$ cat config.mk
export PLATFORM = sky130hd
export DESIGN_NAME = seg_scan_capture
export DESIGN_NICKNAME = d
export VERILOG_FILES = /design/src/rtl/seg_scan_capture.sv
export SDC_FILE = /design/constraint.sdc
export NUM_CORES = 1
export LEC_CHECK = 0
export CAP_MARGIN = 20
export CORE_ASPECT_RATIO = 1.1
export CORE_UTILIZATION = 55
export CTS_CLUSTER_DIAMETER = 200
export DETAILED_ROUTE_END_ITERATION = 8
export PLACE_DENSITY_LB_ADDON = 0.25
export SYNTH_ARGS = -nofsm -noshare
export SYNTH_HDL_FRONTEND = slang
export SYNTH_SLANG_ARGS = --single-unit
$ cat constraint.sdc
create_clock -name clk -period 2.6 [get_ports clk]
set_input_delay 0.52 -clock clk [delete_from_list [all_inputs] [get_ports clk]]
set_output_delay 0.52 -clock clk [all_outputs]
set_load 0.01 [all_outputs]
$ cat src/rtl/seg_scan_capture.sv
// Seven-segment scan capture: watches a multiplexed 4-digit display bus
// and recovers the hex value, decimal point and blank/unknown status per digit.
module seg_scan_capture #(
  parameter int unsigned STABLE_CYCLES = 16
) (
  input  logic        clk,
  input  logic        rst,
  input  logic [3:0]  an,
  input  logic [6:0]  seg,
  input  logic        dp,
  output logic [15:0] digits,
  output logic [3:0]  dps,
  output logic [3:0]  blank,
  output logic [3:0]  unknown,
  output logic        frame_done,
  output logic        valid,
  output logic        err_multi
);

  localparam logic [15:0] LP_STABLE = 16'(STABLE_CYCLES);

  typedef enum logic [1:0] {
    IDLE,
    TRACK,
    HOLD
  } state_t;

  state_t      r_state;
  state_t      w_state_nxt;
  logic [15:0] r_cnt;
  logic [15:0] w_cnt_nxt;
  logic [15:0] w_cnt_inc;
  logic [3:0]  r_an;
  logic [6:0]  r_seg;
  logic        r_dp;
  logic [3:0]  r_pan;
  logic [6:0]  r_pseg;
  logic        r_pdp;
  logic [3:0]  r_cap;
  logic [3:0]  w_cap_base;
  logic [3:0]  w_cap_nxt;
  logic [15:0] r_digits;
  logic [3:0]  r_dps;
  logic [3:0]  r_blank;
  logic [3:0]  r_unknown;
  logic        r_frame_done;
  logic        r_valid;
  logic        r_err;
  logic        w_one;
  logic        w_multi;
  logic        w_same;
  logic        w_accept;
  logic        w_frame;
  logic        w_blank;
  logic        w_hit;
  logic [3:0]  w_hex;
  logic [1:0]  w_k;

  assign w_one   = (r_an == 4'b1110) || (r_an == 4'b1101) ||
                   (r_an == 4'b1011) || (r_an == 4'b0111);
  assign w_multi = !w_one && (r_an != 4'hF);
  assign w_same  = ({r_an, r_seg, r_dp} == {r_pan, r_pseg, r_pdp});
  assign w_blank = (r_seg == 7'h7F);

  assign w_cnt_inc = (r_cnt >= LP_STABLE) ? r_cnt : r_cnt + 16'd1;

  always_comb begin
    w_k = 2'd0;
    case (r_an)
      4'b1101: w_k = 2'd1;
      4'b1011: w_k = 2'd2;
      4'b0111: w_k = 2'd3;
      default: w_k = 2'd0;
    endcase
  end

  always_comb begin
    w_hex = 4'h0;
    w_hit = 1'b1;
    case (r_seg)
      7'h40:   w_hex = 4'h0;
      7'h79:   w_hex = 4'h1;
      7'h24:   w_hex = 4'h2;
      7'h30:   w_hex = 4'h3;
      7'h19:   w_hex = 4'h4;
      7'h12:   w_hex = 4'h5;
      7'h02:   w_hex = 4'h6;
      7'h78:   w_hex = 4'h7;
      7'h00:   w_hex = 4'h8;
      7'h10:   w_hex = 4'h9;
      7'h08:   w_hex = 4'hA;
      7'h03:   w_hex = 4'hB;
      7'h46:   w_hex = 4'hC;
      7'h21:   w_hex = 4'hD;
      7'h06:   w_hex = 4'hE;
      7'h0E:   w_hex = 4'hF;
      default: w_hit = 1'b0;
    endcase
  end

  // HOLD with a changed sample falls through to the IDLE decision
  always_comb begin
    w_state_nxt = r_state;
    w_cnt_nxt   = r_cnt;
    w_accept    = 1'b0;
    if (w_multi) begin
      w_state_nxt = IDLE;
      w_cnt_nxt   = '0;
    end else if (r_state == TRACK) begin
      if (w_same) begin
        w_cnt_nxt = w_cnt_inc;
        if (w_cnt_inc == LP_STABLE) begin
          w_accept    = 1'b1;
          w_state_nxt = HOLD;
        end
      end else if (w_one) begin
        w_cnt_nxt = 16'd1;
      end else begin
        w_state_nxt = IDLE;
        w_cnt_nxt   = '0;
      end
    end else if (r_state == HOLD && w_same) begin
      w_state_nxt = HOLD;
    end else if (w_one) begin
      w_state_nxt = TRACK;
      w_cnt_nxt   = 16'd1;
    end else begin
      w_state_nxt = IDLE;
      w_cnt_nxt   = '0;
    end
  end

  assign w_cap_base = (r_cap == 4'hF) ? 4'h0 : r_cap;
  assign w_cap_nxt  = w_cap_base | (w_accept ? ~r_an : 4'h0);
  assign w_frame    = (w_cap_nxt == 4'hF);

  always_ff @(posedge clk) begin
    if (rst) begin
      r_an    <= 4'hF;
      r_seg   <= 7'h7F;
      r_dp    <= 1'b1;
      r_pan   <= 4'hF;
      r_pseg  <= 7'h7F;
      r_pdp   <= 1'b1;
      r_state <= IDLE;
      r_cnt   <= '0;
    end else begin
      r_an    <= an;
      r_seg   <= seg;
      r_dp    <= dp;
      r_pan   <= r_an;
      r_pseg  <= r_seg;
      r_pdp   <= r_dp;
      r_state <= w_state_nxt;
      r_cnt   <= w_cnt_nxt;
    end
  end

  always_ff @(posedge clk) begin
    if (rst) begin
      r_cap        <= '0;
      r_digits     <= '0;
      r_dps        <= '0;
      r_blank      <= '0;
      r_unknown    <= '0;
      r_frame_done <= 1'b0;
      r_valid      <= 1'b0;
      r_err        <= 1'b0;
    end else begin
      r_cap        <= w_cap_nxt;
      r_frame_done <= w_frame;
      if (w_frame) r_valid <= 1'b1;
      if (w_multi) r_err <= 1'b1;
      if (w_accept) begin
        r_dps[w_k]     <= ~r_dp;
        r_blank[w_k]   <= w_blank;
        r_unknown[w_k] <= ~w_hit & ~w_blank;
        if (w_hit) r_digits[{w_k, 2'b00} +: 4] <= w_hex;
      end
    end
  end

  assign digits     = r_digits;
  assign dps        = r_dps;
  assign blank      = r_blank;
  assign unknown    = r_unknown;
  assign frame_done = r_frame_done;
  assign valid      = r_valid;
  assign err_multi  = r_err;

endmodule

* After elaboration in Yosys (flattened, before gate mapping)
Cells that the tools add are included.
** Cells by class
- Add/sub/neg operators :: 2
- Multipliers :: 0
- Divide/modulo/power cells :: 0
- Magnitude comparators :: 3
- Equal/unequal tests :: 30
- Shift operators :: 2
- Mux-type cells :: 26
- Bitwise gates (word level) :: 6
- Reductions and logical operators :: 12
** Operator list (count)
- $mux W16 :: 4
- $pmux W4 S15 :: 1
- $eq A7 B7 Y1 const B :: 5
- $eq A7 B5 Y1 const B :: 3
- $eq A7 B6 Y1 const B :: 3
- $eq A4 B4 Y1 const B :: 5
- $add A16 B1 Y16 const B :: 1
- $bwmux W16 :: 1
- $eq A16 B5 Y1 const B :: 1
- $ge A16 B5 Y1 const B :: 1
- $reduce_or A16 Y1 :: 1
- $shift A4 B6 Y16 const A :: 1
- $shiftx A4 B6 Y16 :: 1
- $eq A7 B2 Y1 const B :: 2
- $eq A7 B4 Y1 const B :: 2
- $bwmux W4 :: 3
- $eq A12 B12 Y1 :: 1
- $mux W2 :: 5
- $mux W1 :: 8
- $mux W4 :: 2
- $eq A7 B3 Y1 const B :: 1
- $logic_not A7 Y1 :: 1
- $neg A4 Y6 :: 1
- $pmux W2 S3 :: 1
- 19 further kinds :: 26
** Storage, ports and cells
- Register bits after elaboration :: 77
- Bits in latches :: 0
- Bits in writable memories :: 0
- Bits in read-only memories :: 0
- Input port bits :: 14
- Output and inout bits :: 31
- Word-level logic and storage cells :: 97
- Memories kept :: 0

* Longest topological paths before layout
- Depth in word-level cells :: 10
- Mapped depth :: 10
- Mapped depth without buffers :: 8

* Least setup slack after synthesis
No wires, ideal clock.
- Path type :: reg2reg
- Start point :: register r_cnt[0]
- End point :: register r_digits[2] (netlist: digits[2])
- Setup time :: 0.114 ns
- Arrival :: 1.928 ns
- Required time :: 2.486 ns
- Path slack :: 0.559 ns
- Stages on the path, launching flop included :: 10
- Buffers on the path :: 1
- Period minus slack after synthesis :: 2.041 ns
- Cell sequence :: dfxtp_1 -> inv_1 -> ha_1 -> nor3b_1 -> a31oi_1 -> nor3_2 -> nand4_1 -> or2_1 -> buf_6 -> a21o_1
** On the way
- Cells in the longest elaborated chain, start to end :: 8
- Elaborated cells between the ends (all ways) :: 9
- Classes of those cells :: add/sub (1); order compare (1); eq/ne (1); mux (5); reduce/logical (1)
** Ends and longest elaborated chain
- start: declaration :: line 30 : logic [15:0] r_cnt;
- start signal: assignment :: line 155 : r_cnt <= w_cnt_nxt;
- $add A16 B1 Y16 / $ge A16 B5 Y1 (equally long branches) :: line 65 : assign w_cnt_inc = (r_cnt >= LP_STABLE) ? r_cnt : r_cnt + 16'd1;
- $mux W16 * :: line 65
- $eq A16 B5 Y1 * :: line 112 : if (w_cnt_inc == LP_STABLE) begin
- $mux W1 * :: line 112
- $mux W1 * :: line 110 : if (w_same) begin
- $mux W1 * :: line 109 : end else if (r_state == TRACK) begin
- $mux W1 * :: line 106 : if (w_multi) begin
- $reduce_and A2 Y1 (no line) *
- end signal: indexed assignment :: line 178 : if (w_hit) r_digits[{w_k, 2'b00} +: 4] <= w_hex;
- end: declaration :: line 42 : logic [15:0] r_digits;
Every way passes the cells marked *; elsewhere a longest branch is shown, timed or not.
A chain may end at the register's enable or synchronous reset.

* Final worst setup path
Ends and elaborated chain as after synthesis.

==> impl_results.md <==
- Core Area: 6269 um^2
- Yosys top cell by area: dfxtp_1
- Row count: 30
- Area Growth Syn to Fin: 19.00%
- Register bit total from synthesis: 77
- FF-to-FF End: digits[2]$_SDFFE_PP0P_
- Clock Sinks: 77
- Global route hottest layer: met2
- Final core occ: 68.76%
- DR vias: 2,915
- CTS resizes: 0
- Fmax: 411.5 MHz
- Post-CTS Setup Bufs: 0
- Most instantiated library cell after synthesis: dfxtp_1
- Crit path from: r_cnt[0]$_SDFFE_PP0P_
- RSZ-0062 raised after global routing: false
- CP top delay family: simple AND/OR/NAND/NOR gates
- Total wire length: 7378 um
- Slowest cell on crit path: dfxtp_1
- Vias in the first global route: 2,771
- Filler Cell Count: 485
- Die X: 79.38 um
- CP peak stage delay: 0.42 ns
- DRT iter0 DRCs: 140
- Worst EP arrival: 2.67 ns
- Setup violation total in the final timing report: 0
- CP max FO: 6
- PortBufs: 44
- Synth top area share: 42.56%
- Leakage: 1.738 nW
- Post-synth EDFFs: 0
- Top post-synthesis cells by count: 77 x dfxtp_1, 30 x nand2_1, 23 x or2_2
- Ys Warns: 0
- Clk buf depth: 2
- Clk_lat worst skew: 0.34 ns
- HP Class: flop to flop
- Dpl hpwl: 5174 um
- Crit. End Element: flop
- Flop2flop setup slack: 0.17 ns
- Die H: 87.12 um
- CTS buffer count: 9
- Register area share after synthesis: 42.56%
- Post-cts hold buffer count: 0
- Die area: 6915 um^2
- Worst Path Required: 2.84 ns
- Syn nets: 425
- Reg2reg path depth: 9
- Final Slew Violations: 0
- Capture point of the worst path: digits[2]$_SDFFE_PP0P_
- Wire length per cell: 13.92 um
- Tot GR Track Use: 22.57%
- Max-slew headroom: 59.98%
- Critical Path Stages: 9
- FFs w/ async S/R, synth: 0%
- Routed Antenna Nets: 0
- Worst Path Buf+Inv: 2
- Crit path cell chain: inv_1, ha_1, nor3b_1, a31oi_1, nor3_2, buf_4, nand4_1, or2_1, a21o_1
- Skew final: 0.009271 ns
- Worst setup path category: flop to flop
- Grt met3 use: 3.770%
- Clock slew at reported path FFs: 0.08 ns
- Tmin final: 2.430 ns
- Antenna violations before repair: 0
- Antenna diode count: 0
- Primary FF master, synth: dfxtp_1
- CTS tree: yes
- Post-Syn Area: 3622 um^2
- Least-Margin Pin Slew: 0.5940 ns
- Met1 usage: 28.13%
- Share of cells above drive strength 1: 14.00%
- Unique masters post-synth: 53
- PD cells: 551.5 nW/um^2
- Worst r2r src: r_cnt[0]$_SDFFE_PP0P_
- Mapped Avg Cell Area: 8.988 um^2
- Largest net degree at the start of global routing: 37
- Layout Nets: 467
- TritonRoute pass-1 iters: 4
- Post-route setup TNS: 0 ns
- Met2 Track Usage GR: 38.64%
- Cells after synthesis: 403
- # IOs: 45
- Max H-tree Level: 3
- Post-route DRC: 0
- Vias per cell: 5.500
- Root buffer cell: clkbuf_8
- Ranking of synthesized cells by area: dfxtp_1 43%, mux2i_1 4.4%, or2_2 4.0%
- Final hold vios: 0
- Grt ovf: 0
- Pwr Total: 2.377 mW
- Global-route wire length before repair: 12,220 um
- Worst vdd ir: 313.2 uV
- Outcome: completed
- Max-cap viol count: 0
- Startpoint types: flop
- Routability cong.: 0.8247
- Tcrit/Tclk final: 93.47%
- Starting Density: 57.78%
[power breakdown]
group          switching [mW]  internal, mW  total (mW)
logic                   0.107        0.0952       0.202
clock network           0.424         0.521       0.945
registers              0.0289          1.20        1.23
total                   0.560          1.82        2.38
[how the worst min path moves through the flow]
stage | from | end | slack (ns) | cells after the start
floorplan | r_cnt[12]$_SDFFE_PP0P_ | r_cnt[12]$_SDFFE_PP0P_ | 0.43 | 1
global placement | err_multi$_SDFFE_PP0P_ | err_multi$_SDFFE_PP0P_ | 0.44 | 2
detailed placement | unknown[1]$_SDFFE_PP0P_ | unknown[1]$_SDFFE_PP0P_ | 0.45 | 2
CTS | blank[1]$_SDFFE_PP0P_ | blank[1]$_SDFFE_PP0P_ | 0.46 | 2
global route | blank[3]$_SDFFE_PP0P_ | blank[3]$_SDFFE_PP0P_ | 0.46 | 2
finish | unknown[1]$_SDFFE_PP0P_ | unknown[1]$_SDFFE_PP0P_ | 0.45 | 2
[sequential cells by signal, indices dropped and copies added, names as in the netlist]
register,count
digits,16
r_pseg,7
r_cnt,16
dps,4
r_pdp,1
r_dp,1
r_seg,7
r_an,4
valid,1
r_state,2
blank,4
r_pan,4
frame_done,1
unknown,4
err_multi,1
r_cap,4
[placed cells by master, fill, tap and decap left out, types with 4 or more instances in the layout]
| cell type | count |
|---|---|
| nand4_1 | 7 |
| nor3b_1 | 6 |
| a22oi_1 | 5 |
| a21oi_1 | 21 |
| nor4_1 | 5 |
| dfxtp_1 | 77 |
| ha_1 | 8 |
| nor3_1 | 16 |
| and3_1 | 8 |
| nor2_1 | 21 |
| nand2_1 | 30 |
| or2_2 | 23 |
| clkbuf_8 | 12 |
| buf_4 | 15 |
| clkdlybuf4s50_1 | 43 |
| and2_1 | 12 |
| xor2_1 | 14 |
| inv_1 | 12 |
| mux2i_1 | 16 |
| nand3_1 | 19 |
| nor2b_1 | 4 |
| nand2b_1 | 18 |
| o21ai_0 | 9 |
[layout make-up]
class                      count  area (um^2)  area share, %
multi-input combinational    286         1864          43.25
sequential                    77         1541          35.76
timing repair buffer          59        548.0          12.71
clock buffer                  13        168.9          3.919
tap                           80        100.1          2.322
inverter                      12        45.04          1.045
clock inverter                 3        42.54         0.9869
[per-stage QoR]
| step | worst slack [ns] | area (um^2) | std cells | hold WS [ns] |
|---|---|---|---|---|
| after CTS | 0.1593 | 4310 | 530 | 0.4556 |
| after floorplan | 0.5585 | 3622 | 403 | 0.4302 |
| after global placement | 0.2590 | 4099 | 514 | 0.4369 |
| after detailed placement | 0.1869 | 4099 | 514 | 0.4455 |
| final | 0.1698 | 4310 | 530 | 0.4510 |
| after global routing | 0.002541 | 4310 | 530 | 0.4631 |
[cells by family (layout without fill, tap and decap cells)]
kind of cell | Yosys count | in the layout | share of synthesized area [%]
AOI/OAI and AO/OA | 57 | 57 | 9.880
DFF | 77 | 77 | 42.56
buffers and inverters | 40 | 87 | 5.976
xor gates and xnor gates | 16 | 16 | 3.869
muxes | 16 | 16 | 4.421
adders and majority gates | 8 | 8 | 2.763
and+or+nand+nor | 189 | 189 | 30.54
[worst reg2reg max path: cells and delay by family (launching register included)]
kind | cells | cell delay [ns]
AOI/OAI and AO/OA | 2 | 0.26
adders and majority gates | 1 | 0.31
buffers and inverters | 2 | 0.29
DFF | 1 | 0.42
and+or+nand+nor | 4 | 1.04
[layer usage]
layer  wire, um  vias to the layer above  share of wire (%)
li1           -                     1469                  -
met1       3385                     1374                 46
met2       3602                       64                 49
met3        311                        8                4.2
met4         78                        0                1.1
met5          0                        -                  0
(Power assumes the default switching activity.)
